### src/rtl/memtest_reporter_pkg.sv
// Shared encodings for the SRAM tester status reporter: LED states, status
// byte indices, ZX port numbers and a saturating counter helper.
`timescale 1ns/1ps
package memtest_reporter_pkg;

  localparam logic [2:0] LED_RUN  = 3'b001;
  localparam logic [2:0] LED_OK   = 3'b010;
  localparam logic [2:0] LED_FAIL = 3'b100;

  localparam logic [2:0] IDX_STATE   = 3'd0;
  localparam logic [2:0] IDX_PASS_LO = 3'd1;
  localparam logic [2:0] IDX_PASS_HI = 3'd2;
  localparam logic [2:0] IDX_ERR_LO  = 3'd3;
  localparam logic [2:0] IDX_ERR_HI  = 3'd4;
  localparam logic [2:0] IDX_FE_0    = 3'd5;
  localparam logic [2:0] IDX_FE_1    = 3'd6;
  localparam logic [2:0] IDX_FE_2    = 3'd7;

  localparam logic [7:0] ZX_PORT_DATA  = 8'h34;
  localparam logic [7:0] ZX_PORT_INDEX = 8'h35;

  function automatic logic [15:0] sat_inc16(input logic [15:0] v);
    return (&v) ? v : v + 16'd1;
  endfunction

endpackage

### src/rtl/memtest_reporter_zx_strobe_sync.sv
// Brings an async ZX IORQ+RD/WR strobe pair into the clk domain; emits either
// the synchronised level or a one-clk pulse on its assertion.
`timescale 1ns/1ps
module zx_strobe_sync #(
  parameter bit EDGE = 1'b0
)(
  input  logic clk,
  input  logic rst_n,
  input  logic iorq_n,
  input  logic rw_n,
  output logic strobe
);

  logic [1:0] iorq_sync;
  logic [1:0] rw_sync;
  logic       active;
  logic       active_q;

  always_ff @(posedge clk or negedge rst_n) begin
    if (!rst_n) begin
      iorq_sync <= '1;
      rw_sync   <= '1;
      active_q  <= 1'b0;
    end else begin
      iorq_sync <= {iorq_sync[0], iorq_n};
      rw_sync   <= {rw_sync[0], rw_n};
      active_q  <= active;
    end
  end

  assign active = ~iorq_sync[1] & ~rw_sync[1];
  assign strobe = EDGE ? (active & ~active_q) : active;

endmodule

### src/rtl/memtest_reporter.sv
// SRAM tester status reporter: pass/error counters, first failing address,
// LED blink code and an indexed ZX I/O port pair for reading it all back.
`timescale 1ns/1ps
module memtest_reporter
  import memtest_reporter_pkg::*;
#(
  parameter int unsigned ADDR_W     = 21,
  parameter int unsigned SLOW_LOG2  = 24,
  parameter int unsigned FAST_LOG2  = 21,
  parameter logic [7:0]  PORT_DATA  = ZX_PORT_DATA,
  parameter logic [7:0]  PORT_INDEX = ZX_PORT_INDEX
)(
  input  logic              clk,
  input  logic              rst_n,
  input  logic              pass_stb,
  input  logic              err_stb,
  input  logic [ADDR_W-1:0] err_addr,
  input  logic [7:0]        zxa,
  input  logic [7:0]        zxid_in,
  input  logic              zxiorq_n,
  input  logic              zxrd_n,
  input  logic              zxwr_n,
  output logic [7:0]        zxid_out,
  output logic              zxid_oe,
  output logic              zxblkiorq_n,
  output logic              led
);

  localparam int unsigned BLINK_W = (SLOW_LOG2 > FAST_LOG2) ? SLOW_LOG2 : FAST_LOG2;
  localparam int unsigned FE_W    = (ADDR_W > 24) ? 24 : ADDR_W;

  logic [15:0]        pass_cnt;
  logic [15:0]        err_cnt;
  logic [ADDR_W-1:0]  first_err;
  logic [2:0]         index;
  logic [7:0]         snap;
  logic [7:0]         status_byte;
  logic [23:0]        fe_ext;
  logic [2:0]         state;
  logic [2:0]         state_nxt;
  logic [BLINK_W-1:0] blink;
  logic               led_q;
  logic               rd_active;
  logic               wr_rise;
  logic               slow_wrap;
  logic               fast_wrap;
  logic               unused_zxid_hi;

  zx_strobe_sync #(.EDGE(1'b0)) u_rd_sync (
    .clk    (clk),
    .rst_n  (rst_n),
    .iorq_n (zxiorq_n),
    .rw_n   (zxrd_n),
    .strobe (rd_active)
  );

  zx_strobe_sync #(.EDGE(1'b1)) u_wr_sync (
    .clk    (clk),
    .rst_n  (rst_n),
    .iorq_n (zxiorq_n),
    .rw_n   (zxwr_n),
    .strobe (wr_rise)
  );

  always_ff @(posedge clk or negedge rst_n) begin
    if (!rst_n) begin
      pass_cnt  <= '0;
      err_cnt   <= '0;
      first_err <= '0;
    end else begin
      if (pass_stb) pass_cnt <= sat_inc16(pass_cnt);
      if (err_stb) begin
        err_cnt <= sat_inc16(err_cnt);
        if (err_cnt == '0) first_err <= err_addr;
      end
    end
  end

  always_comb begin
    state_nxt = state;
    if (err_stb)
      state_nxt = LED_FAIL;
    else if (pass_stb && state == LED_RUN && err_cnt == '0)
      state_nxt = LED_OK;
  end

  assign slow_wrap = &blink[SLOW_LOG2-1:0];
  assign fast_wrap = &blink[FAST_LOG2-1:0];

  // Blink phase restarts on every state change so the first toggle lands a full half-period in.
  always_ff @(posedge clk or negedge rst_n) begin
    if (!rst_n) begin
      state <= LED_RUN;
      blink <= '0;
      led_q <= 1'b1;
    end else begin
      state <= state_nxt;
      if (state_nxt != state) begin
        blink <= '0;
      end else begin
        blink <= blink + BLINK_W'(1);
        if ((state == LED_OK && slow_wrap) || (state == LED_FAIL && fast_wrap))
          led_q <= ~led_q;
      end
    end
  end

  assign led = led_q;

  always_ff @(posedge clk or negedge rst_n) begin
    if (!rst_n)
      index <= '0;
    else if (wr_rise && zxa == PORT_INDEX)
      index <= zxid_in[2:0];
  end

  assign unused_zxid_hi = ^zxid_in[7:3];

  always_comb begin
    fe_ext = '0;
    fe_ext[FE_W-1:0] = first_err[FE_W-1:0];
    status_byte = '0;
    case (index)
      IDX_STATE:   status_byte = {5'b0, state};
      IDX_PASS_LO: status_byte = pass_cnt[7:0];
      IDX_PASS_HI: status_byte = pass_cnt[15:8];
      IDX_ERR_LO:  status_byte = err_cnt[7:0];
      IDX_ERR_HI:  status_byte = err_cnt[15:8];
      IDX_FE_0:    status_byte = fe_ext[7:0];
      IDX_FE_1:    status_byte = fe_ext[15:8];
      IDX_FE_2:    status_byte = fe_ext[23:16];
      default:     status_byte = '0;
    endcase
  end

  // Hold the byte for the whole synchronised read so a counter update cannot tear it.
  always_ff @(posedge clk or negedge rst_n) begin
    if (!rst_n)
      snap <= '0;
    else if (!rd_active)
      snap <= status_byte;
  end

  assign zxid_out    = snap;
  assign zxid_oe     = rst_n & ~zxiorq_n & ~zxrd_n & (zxa == PORT_DATA);
  assign zxblkiorq_n = ~((zxa == PORT_DATA) | (zxa == PORT_INDEX));

endmodule

### config.mk
export PLATFORM = sky130hd
export DESIGN_NAME = memtest_reporter
export DESIGN_NICKNAME = d
export VERILOG_FILES = /design/src/rtl/memtest_reporter_pkg.sv /design/src/rtl/memtest_reporter_zx_strobe_sync.sv /design/src/rtl/memtest_reporter.sv
export SDC_FILE = /design/constraint.sdc
export NUM_CORES = 1
export LEC_CHECK = 0
export CAP_MARGIN = 30
export CORE_ASPECT_RATIO = 1.2
export CORE_UTILIZATION = 30
export DETAILED_ROUTE_END_ITERATION = 8
export GPL_ROUTABILITY_DRIVEN = 0
export SLEW_MARGIN = 25
export SYNTH_ARGS = -nofsm -noshare
export SYNTH_HDL_FRONTEND = slang
export SYNTH_SLANG_ARGS = --single-unit
### constraint.sdc
create_clock -name clk -period 2.4 [get_ports clk]
set_clock_uncertainty 0.05 [all_clocks]
set_input_delay 0.24 -clock clk [delete_from_list [all_inputs] [get_ports clk]]
set_output_delay 0.24 -clock clk [all_outputs]
set_load 0.01 [all_outputs]
==> results.cfg, run 1 <==
[sta]
finalHoldViolations = 0
max_slew_margin_pct = 53.2
rsz0062_at_grt = false
worstMarginPinSlew_ns = 0.702
maxClockFrequency_ghz = 0.471
period_minus_slack_ns = 2.12
fin_tns_setup_ns = 0
drv_slew = 0
finalCritPeriodShare_pct = 88.4
setup_viol = 0

[route]
num_vias = 3395
drc_errors = 0
antenna_left = 0
drtIter0Drc = 167
wire_per_inst_um = 14.8
finalWirelength_um = 10400
first_pass_iters = 5
vias_per_cell = 4.81

[min_path]
hp-class = in2reg

[clock_network]
post_cts_resized = 0
clk_latency_ns = 0.35
cts_setup_buffers = 0
cts_tree = done
path_clk_slew_ns = 0.06
cts_made_buffers = 9
clk_path_buf_depth = 2
ctsHtreeMaxLevel = 3
cts_hold_buf = 1
cts.sinks = 99
cts-root-buf = clkbuf_16

[floorplan]
initial_core_util_pct = 30.8
die_y_um = 140
die_area_um2 = 16500
rows = 50
ios = 55
fp.dieW_um = 117
fp.coreArea_um2 = 15600

[logic_synthesis]
yosys_warnings = 0
synth_fp_nets = 486
yosysUniqueCellTypes = 52
syn_inst = 438
async_flop_share_pct = 100
seq_area_frac_synth_pct = 51.9
syn-cell-area_um2 = 4790
synth.avg_cell_area_um2 = 10.9
ys_seq_elements = 99
synth_edf_count = 0
synth_ff_type = dfrtp_1

[power_and_ir_drop]
peakVddDrop_mv = 0.660
leakagePower_nw = 2.55
power.density_nw_per_um2 = 715

[setup_path]
worstPathRequired_ns = 2.11
path_max_fanout = 3
cp_num_buf_inv = 2
critical_path.max_stage_delay_ns = 0.58
cp_top_family = buffers and inverters
path_cells = clkdlybuf4s50_1 > nand2_1 > nor3_1 > nand3_1 > nor4_1 > clkdlybuf4s50_1
cp-start-kind = input port
crit_type = in2out
cp_data_arrival_time_ns = 1.83
crit_path_end_kind = primary output
crit_slowest_cell = clkdlybuf4s50_1
critical_path.most_common_cell = clkdlybuf4s50_1

[final_layout]
final_cell_mix = 91 x dfrtp_1, 48 x clkdlybuf4s50_1, 46 x nor2_1
antenna_cells = 0
nets = 541
area_growth_pct = 22.7
layout-drive-gt1-share_pct = 11.0
mostFrequentLayoutCell = dfrtp_1
final_util_pct = 37.7

[job]
drv_cap = 0

[place]
io_buffer_count = 49
dpl.hpwl_um = 7610

[global_routing]
grt_pass1_wl_um = 17600
grt_pass1_vias = 3581
grt_max_degree = 56
antenna_found_initial = 0
gr-usage-all-layers_pct = 13.5
grt-ovfl-total = 0

[outcome]
status = complete, no violations
[worst paths after layout]
kind,depth (start not counted),start,slack (ns),end
max,6,zxa[5],0.28,zxid_oe
min,1,zxiorq_n,0.27,u_wr_sync.iorq_sync[0]$_DFF_PN1_
max reg2reg,7,err_cnt[1]$_DFFE_PN0P_,0.32,first_err[1]$_DFFE_PN0P_
min reg2reg,0,u_wr_sync.iorq_sync[0]$_DFF_PN1_,0.30,u_rd_sync.iorq_sync[1]$_DFF_PN1_
max in group asynchronous,3,rst_n,1.29,first_err[13]$_DFFE_PN0P_
min in group asynchronous,3,rst_n,0.49,blink[20]$_DFF_PN0_
[flip-flops by register name, summed over array words and instances, names as in the netlist]
name,cells
blink,24
first_err,21
err_cnt,16
pass_cnt,16
zxid_out,8
index,3
state,3
u_rd_sync.rw_sync,2
u_wr_sync.rw_sync,2
led,1
u_rd_sync.iorq_sync,1
u_wr_sync.active_q,1
u_wr_sync.iorq_sync,1
[metal layers]
metal  up-vias  part of all wire, %  routed length [um]  global-route usage (%)
met5         -                    0                   0                       0
met4         0                  1.2                 128                    3.76
met3        14                  4.3                 450                    4.36
met2        52                   50                5230                    23.1
met1      1673                   44                4620                    16.2
li1       1656                    -                   -                       -
[kinds of logic after synthesis]
group	Yosys count	synth area share [%]
XOR/XNOR	47	8.59
AO/OA/AOI/OAI	48	6.63
flip-flops	99	51.9
adder cells (fa/ha/maj)	4	1.04
multiplexers	43	10.3
AND/OR/NAND/NOR	171	19.1
buffers and inverters	26	2.43
[synthesized netlist by cell type, types with 2 or more instances]
| library cell | count | area (um2) |
|---|---|---|
| dfrtp_1 | 91 | 2280 |
| nor2_1 | 46 | 173 |
| nand2_1 | 36 | 135 |
| mux2_1 | 24 | 270 |
| xor2_1 | 24 | 210 |
| xnor2_1 | 23 | 201 |
| nand3_1 | 18 | 90.1 |
| nand4_1 | 16 | 100 |
| a21oi_1 | 11 | 55.1 |
| mux2i_1 | 11 | 110 |
| inv_1 | 10 | 37.5 |
| and3_1 | 9 | 56.3 |
| buf_2 | 9 | 45.0 |
| o21ai_0 | 9 | 45.0 |
| dfstp_2 | 8 | 210 |
| nor3_1 | 8 | 40.0 |
| mux2_2 | 6 | 67.6 |
| nand2b_1 | 6 | 37.5 |
| a211oi_1 | 5 | 37.5 |
| clkbuf_1 | 5 | 18.8 |
| o22ai_1 | 5 | 31.3 |
| ha_1 | 4 | 50.1 |
| nor2b_1 | 4 | 25.0 |
| nor3_2 | 4 | 40.0 |
| a221oi_1 | 3 | 26.3 |
| a31oi_1 | 3 | 18.8 |
| and2_1 | 3 | 18.8 |
| and4_1 | 3 | 26.3 |
| nor4_1 | 3 | 18.8 |
| a21o_1 | 2 | 15.0 |
| a22oi_1 | 2 | 15.0 |
| a41oi_1 | 2 | 17.5 |
| buf_4 | 2 | 15.0 |
| mux4_2 | 2 | 45.0 |
| nand2_2 | 2 | 12.5 |
| nor3b_1 | 2 | 15.0 |
| nor4_2 | 2 | 25.0 |
[layout make-up]
class / count / area [um2]
timing repair buffer: 60 / 586
clock buffer: 10 / 229
sequential: 99 / 2490
tap: 208 / 260
multi-input combinational: 313 / 2190
inverter: 10 / 37.5
fill: 1528 / 9700
clock inverter: 6 / 90.1
[where the power goes]
group | total, mW | internal (mW) | leakage (nW) | switching, mW
sequential | 2.12 | 1.85 | 1.30 | 0.261
combinational | 0.547 | 0.289 | 1.10 | 0.259
clock | 1.54 | 0.915 | 0.153 | 0.625
total | 4.20 | 3.06 | 2.55 | 1.15
[stage by stage]
| stage | worst slack [ns] | total power, mW | instances | hold slack (ns) | area [um2] |
|---|---|---|---|---|---|
| after floorplan | 0.590 | 2.43 | 438 | -0.106 | 4790 |
| after global placement | 0.257 | 2.66 | 688 | 0.296 | 5540 |
| after detailed placement | 0.255 | 2.69 | 688 | 0.298 | 5540 |
| after CTS | 0.250 | 4.26 | 705 | 0.256 | 5870 |
| after global routing | 0.173 | 4.43 | 706 | 0.252 | 5880 |
| final | 0.279 | 4.20 | 706 | 0.270 | 5880 |
Note: power is estimated with default switching activity, not from simulation.
==> run 2, diff against run 1 <==
Settings changed: CORE_UTILIZATION 30 to 56, PLACE_DENSITY set to 0.8.
==> run 2 against run 1 <==
- cell count fell by 13%
- flip-flop and latch count did not move
- clock power fell by 37%
- power fell by 14%
- sequential power barely moved
- sequential share of layout area rose by 2.0 points
- hold slack got worse by 0.047 ns
- via count rose by 0.44%
- setup slack got worse by 0.045 ns
- largest power group unchanged
- highest routed layer unchanged
==> results.cfg, run 2 (synthesized netlist as in run 1, its figures left out) <==
[outcome]
status = complete, no violations

[setup_path]
r2r-start = err_cnt[1]$_DFFE_PN0P_
cp_data_arrival_time_ns = 1.88
crit_path_end_kind = primary output
path_max_fanout = 3
critical_path.max_stage_delay_ns = 0.58
crit_type = in2out
critical_path.most_common_cell = clkdlybuf4s50_1
cp-start-kind = input port
path_cells = clkdlybuf4s50_1 > nand2_1 > nor3_1 > nand3_1 > nor4_1 > clkdlybuf4s50_1
worstPathRequired_ns = 2.11
startpoint = zxa[5]
crit_slowest_cell = clkdlybuf4s50_1

[final_layout]
largest_register = blink
mostFrequentLayoutCell = dfrtp_1
largest_reg_flops = 24
largestRegisters = blink: 24 flops, first_err: 21 flops
final_cell_mix = 91 x dfrtp_1, 48 x clkdlybuf4s50_1, 46 x nor2_1
antenna_cells = 0
final_util_pct = 68.4
area_growth_pct = 17.1
nets = 540
layout-drive-gt1-share_pct = 11.1

[floorplan]
initial_core_util_pct = 58.4
fp.dieW_um = 86.4
die_area_um2 = 8930
ios = 55
fp.coreArea_um2 = 8200
rows = 36
die_y_um = 103

[sta]
hold_slack_ns = 0.223
period_minus_slack_ns = 2.17
fin_tns_setup_ns = 0
max_slew_margin_pct = 55.7
setup_viol = 0
worstMarginPinSlew_ns = 0.664
finalHoldViolations = 0
drv_slew = 0
maxClockFrequency_ghz = 0.462
rsz0062_at_grt = false
finalCritPeriodShare_pct = 90.3

[route]
drc_errors = 0
antenna_left = 0
vias_per_cell = 5.58
wire_per_inst_um = 16.0
drtIter0Drc = 179
finalWirelength_um = 9770
first_pass_iters = 4
num_vias = 3410

[clock_network]
cts.sinks = 99
path_clk_slew_ns = 0.09
cts_made_buffers = 9
cts_tree = done
clk_latency_ns = 0.37
clk_path_buf_depth = 2
ctsHtreeMaxLevel = 3
post_cts_resized = 0
cts-root-buf = clkbuf_8
cts_setup_buffers = 0

[min_path]
hp-class = in2reg
min_from = zxwr_n

[global_routing]
grt_max_degree = 100
grt_pass1_wl_um = 16300
gr-usage-all-layers_pct = 24.5
grt_pass1_vias = 3459
grt-ovfl-total = 0
antenna_found_initial = 0

[place]
dpl.hpwl_um = 7240
io_buffer_count = 49

[power_and_ir_drop]
switchingPower_mw = 1.09
power.density_nw_per_um2 = 648
peakVddDrop_mv = 0.596
p_comb_share_pct = 14.8
p_int_mw = 2.54
leakagePower_nw = 2.48
p_clk_share_pct = 26.7
p_seq_share_pct = 58.5
swShare_pct = 30.1

[job]
drv_cap = 0
run 2: power groups by stage:
stage | clock [mW] | combinational, mW | sequential [mW]
after global routing | 1.06 | 0.615 | 2.16
after detailed placement | 0 | 0.541 | 2.15
after CTS | 0.986 | 0.542 | 2.12
after global placement | 0 | 0.515 | 2.14
after floorplan | 0 | 0.357 | 2.07
final | 0.970 | 0.539 | 2.13
run 2: final timing paths:
check	end	slack, ns	cells past startpoint
min in group asynchronous	pass_cnt[15]$_DFFE_PN0P_	0.47	3
hold / removal	u_wr_sync.rw_sync[0]$_DFF_PN1_	0.22	1
max in group asynchronous	state[0]$_DFF_PN1_	1.43	3
setup / recovery	zxid_oe	0.23	6
setup reg to reg	blink[4]$_DFF_PN0_	0.28	8
hold reg to reg	u_rd_sync.iorq_sync[1]$_DFF_PN1_	0.31	0
run 2: area by class of cell:
cell class                 count  area [um2]
clock inverter                 6        38.8
fill                         643        2590
sequential                    99        2490
timing repair buffer          59         578
multi-input combinational    313        2190
inverter                      10        37.5
tap                          114         143
clock buffer                  10         138
run 2: what timing repair did:
item                                    in CTS  in global routing
hold buffers                                 1                  0
hold endpoints to repair                    91                  0
endpoints found under the setup margin       0                  0
run 2: critical path, delay by kind of cell:
kind                   cells  cell delay (ns)
and+or+nand+nor            4             0.60
buffers and inverters      2             1.04
run 2: through the flow:
step           worst slack [ns]  total power [mW]  area, um2  std cells
6_report                  0.234              3.64       5610        611
5_1_grt                  0.0512              3.83       5610        611
4_1_cts                   0.189              3.65       5610        611
3_5_place_dp              0.187              2.69       5420        594
3_3_place_gp              0.266              2.65       5420        594
2_1_floorplan             0.590              2.43       4790        438
run 2: per-layer routing:
metal  wire, um  vias up  GRT usage [%]
met5          0        -              0
met4        273        0           11.5
met3        322       21           5.79
met2       5010       62           41.8
met1       4170     1672           29.6
li1           -     1655              -
==> run 3, diff against run 2 <==
Settings changed: CORE_UTILIZATION 56 to 63, DONT_BUFFER_PORTS set to 1, PLACE_DENSITY 0.8 to 0.79.
==> run 3 against run 2 <==
- the flow now finishes with violations (negative hold slack)
- cell area down 4.3%
- cell count decreased by 7.5%
- first-iteration DRC count is 91% higher
- power down 1.2%
- count of clock-buffer cells in the layout increased by 2
- via count up 3.6%
- sequential power hardly changed
- sequential share of layout area is 2.0 points higher
- flip-flop and latch count is the same
- hold slack got worse by 0.72 ns
- critical endpoint is now zxid_out[6]$_DFFE_PN0N_
- highest routed layer unchanged
==> results.cfg, run 3 (synthesized netlist as in run 1, its figures left out) <==
[route]
first_pass_iters = 5
vias_per_cell = 6.25
finalWirelength_um = 10600
wire_per_inst_um = 18.8
num_vias = 3533
drtIter0Drc = 341
antenna_left = 0
drc_errors = 0

[setup_path]
startpoint = index[1]$_DFFE_PN0P_
path_max_fanout = 15
r2r-start = index[1]$_DFFE_PN0P_
cp_data_arrival_time_ns = 2.27
r2r_end = zxid_out[6]$_DFFE_PN0N_
path_cells = buf_4 > mux2i_1 > nor2_1 > a21oi_1 > a211oi_1 > a21o_1
reg2reg_slack_ns = 0.34
cp-start-kind = flip-flop
crit_type = reg2reg
crit_path_end_kind = flip-flop
crit_slowest_cell = dfrtp_1
worstPathRequired_ns = 2.61
r2r_cells = 6
crit_end = zxid_out[6]$_DFFE_PN0N_
critical_path.max_stage_delay_ns = 0.72

[outcome]
status = finished, violations left
violations = negative hold slack

[min_path]
hp-class = in2async

[place]
dpl.hpwl_um = 6940
io_buffer_count = 0
dp_slack_ns = 0.388

[clock_network]
clk_path_buf_depth = 2
ctsHtreeMaxLevel = 3
post_cts_resized = 0
cts.sinks = 99
cts_hold_buf = 29
cts-root-buf = clkbuf_8
cts_made_buffers = 9
cts_setup_buffers = 0
cts_tree = done
clk_latency_ns = 0.37
path_clk_slew_ns = 0.10

[sta]
setup_viol = 0
finalHoldViolations = 99
hold_slack_ns = -0.497
fin_tns_setup_ns = 0
finalWorstSetupSlack_ns = 0.339
period_minus_slack_ns = 2.06
finalCritPeriodShare_pct = 85.9
worstMarginPinSlew_ns = 0.976
max_slew_margin_pct = 34.7
rsz0062_at_grt = false
maxClockFrequency_ghz = 0.485
drv_slew = 0

[floorplan]
fp.dieW_um = 81.6
rows = 34
initial_core_util_pct = 65.5
fp.coreArea_um2 = 7320
ios = 55
die_y_um = 97.5
die_area_um2 = 7960

[global_routing]
gr-usage-all-layers_pct = 28.8
grt_max_degree = 101
grt-ovfl-total = 0
grt_pass1_wl_um = 16900
antenna_found_initial = 0
grt_pass1_vias = 3446

[final_layout]
largestRegisters = blink: 24 flops, first_err: 21 flops
antenna_cells = 0
layout-drive-gt1-share_pct = 10.7
largest_reg_flops = 24
n_fill_cell = 484
area_growth_pct = 12.0
largest_register = blink
nets = 518
mostFrequentLayoutCell = dfrtp_1
final_cell_mix = 91 x dfrtp_1, 46 x nor2_1, 36 x nand2_1

[power_and_ir_drop]
peakVddDrop_mv = 0.480
switchingPower_mw = 1.08
p_int_mw = 2.51
p_clk_share_pct = 27.9
power.density_nw_per_um2 = 670
leakagePower_nw = 2.40
p_seq_share_pct = 59.1
swShare_pct = 30.0
p_comb_share_pct = 13.0

[job]
drv_cap = 0
-- run 3: cell types whose count changed in the layout (fill, tap and decap cells not counted) --
| cell | change |
|---|---|
| buf_4 | -2 |
| dlygate4sd3_1 | +28 |
| clkdlybuf4s50_1 | -48 |
| clkbuf_1 | +2 |
| clkinv_2 | -3 |
| clkinvlp_4 | -1 |
| clkinv_4 | +2 |
-- run 3: layout make-up --
type / instances / area (um2) / share of cell area [%]
clock buffer: 12 / 145 / 2.70
clock inverter: 4 / 33.8 / 0.630
inverter: 10 / 37.5 / 0.699
multi-input combinational: 313 / 2190 / 40.8
sequential: 99 / 2490 / 46.4
tap: 90 / 113 / 2.10
timing repair buffer: 37 / 363 / 6.76
-- run 3: worst min-delay path by stage --
| stage | from | endpoint | slack [ns] |
|---|---|---|---|
| after global placement | rst_n | blink[7]$_DFF_PN0_ | -0.10 |
| after global routing | rst_n | blink[2]$_DFF_PN0_ | -0.52 |
| final | rst_n | blink[2]$_DFF_PN0_ | -0.50 |
| after detailed placement | rst_n | blink[7]$_DFF_PN0_ | -0.10 |
| after floorplan | rst_n | blink[0]$_DFF_PN0_ | -0.11 |
| after CTS | rst_n | blink[14]$_DFF_PN0_ | -0.51 |
-- run 3: power groups by stage --
stage,clock [mW],combinational [mW],sequential (mW)
2_1_floorplan,0,0.357,2.07
3_5_place_dp,0,0.425,2.15
3_3_place_gp,0,0.397,2.15
6_report,1.00,0.466,2.12
4_1_cts,1.00,0.464,2.12
5_1_grt,1.07,0.530,2.16
-- run 3: metrics by stage --
| stage | cells | hold slack (ns) | utilization, % | total power, mW | instance area [um2] |
|---|---|---|---|---|---|
| 6_report | 565 | -0.497 | 73.3 | 3.59 | 5370 |
| 5_1_grt | 565 | -0.518 | 73.3 | 3.76 | 5370 |
| 4_1_cts | 565 | -0.505 | 73.3 | 3.59 | 5370 |
| 3_5_place_dp | 520 | -0.102 | 66.9 | 2.57 | 4900 |
| 3_3_place_gp | 520 | -0.101 | 66.9 | 2.54 | 4900 |
| 2_1_floorplan | 438 | -0.106 | - | 2.43 | 4790 |
-- run 3: critical path: cells and delay by family, from the launching register on --
family,cells,cell delay (ns)
AOI/OAI and AO/OA,3,0.59
buffers and inverters,1,0.29
DFF,1,0.72
and+or+nand+nor,1,0.07
muxes,1,0.22
-- run 3: routing by layer --
metal | vias to the layer above | track usage, % | routed length (um)
met2 | 149 | 44.4 | 5290
li1 | 1601 | - | -
met4 | 0 | 12.8 | 312
met1 | 1752 | 39.0 | 4310
met5 | - | 0 | 0
met3 | 31 | 6.10 | 688
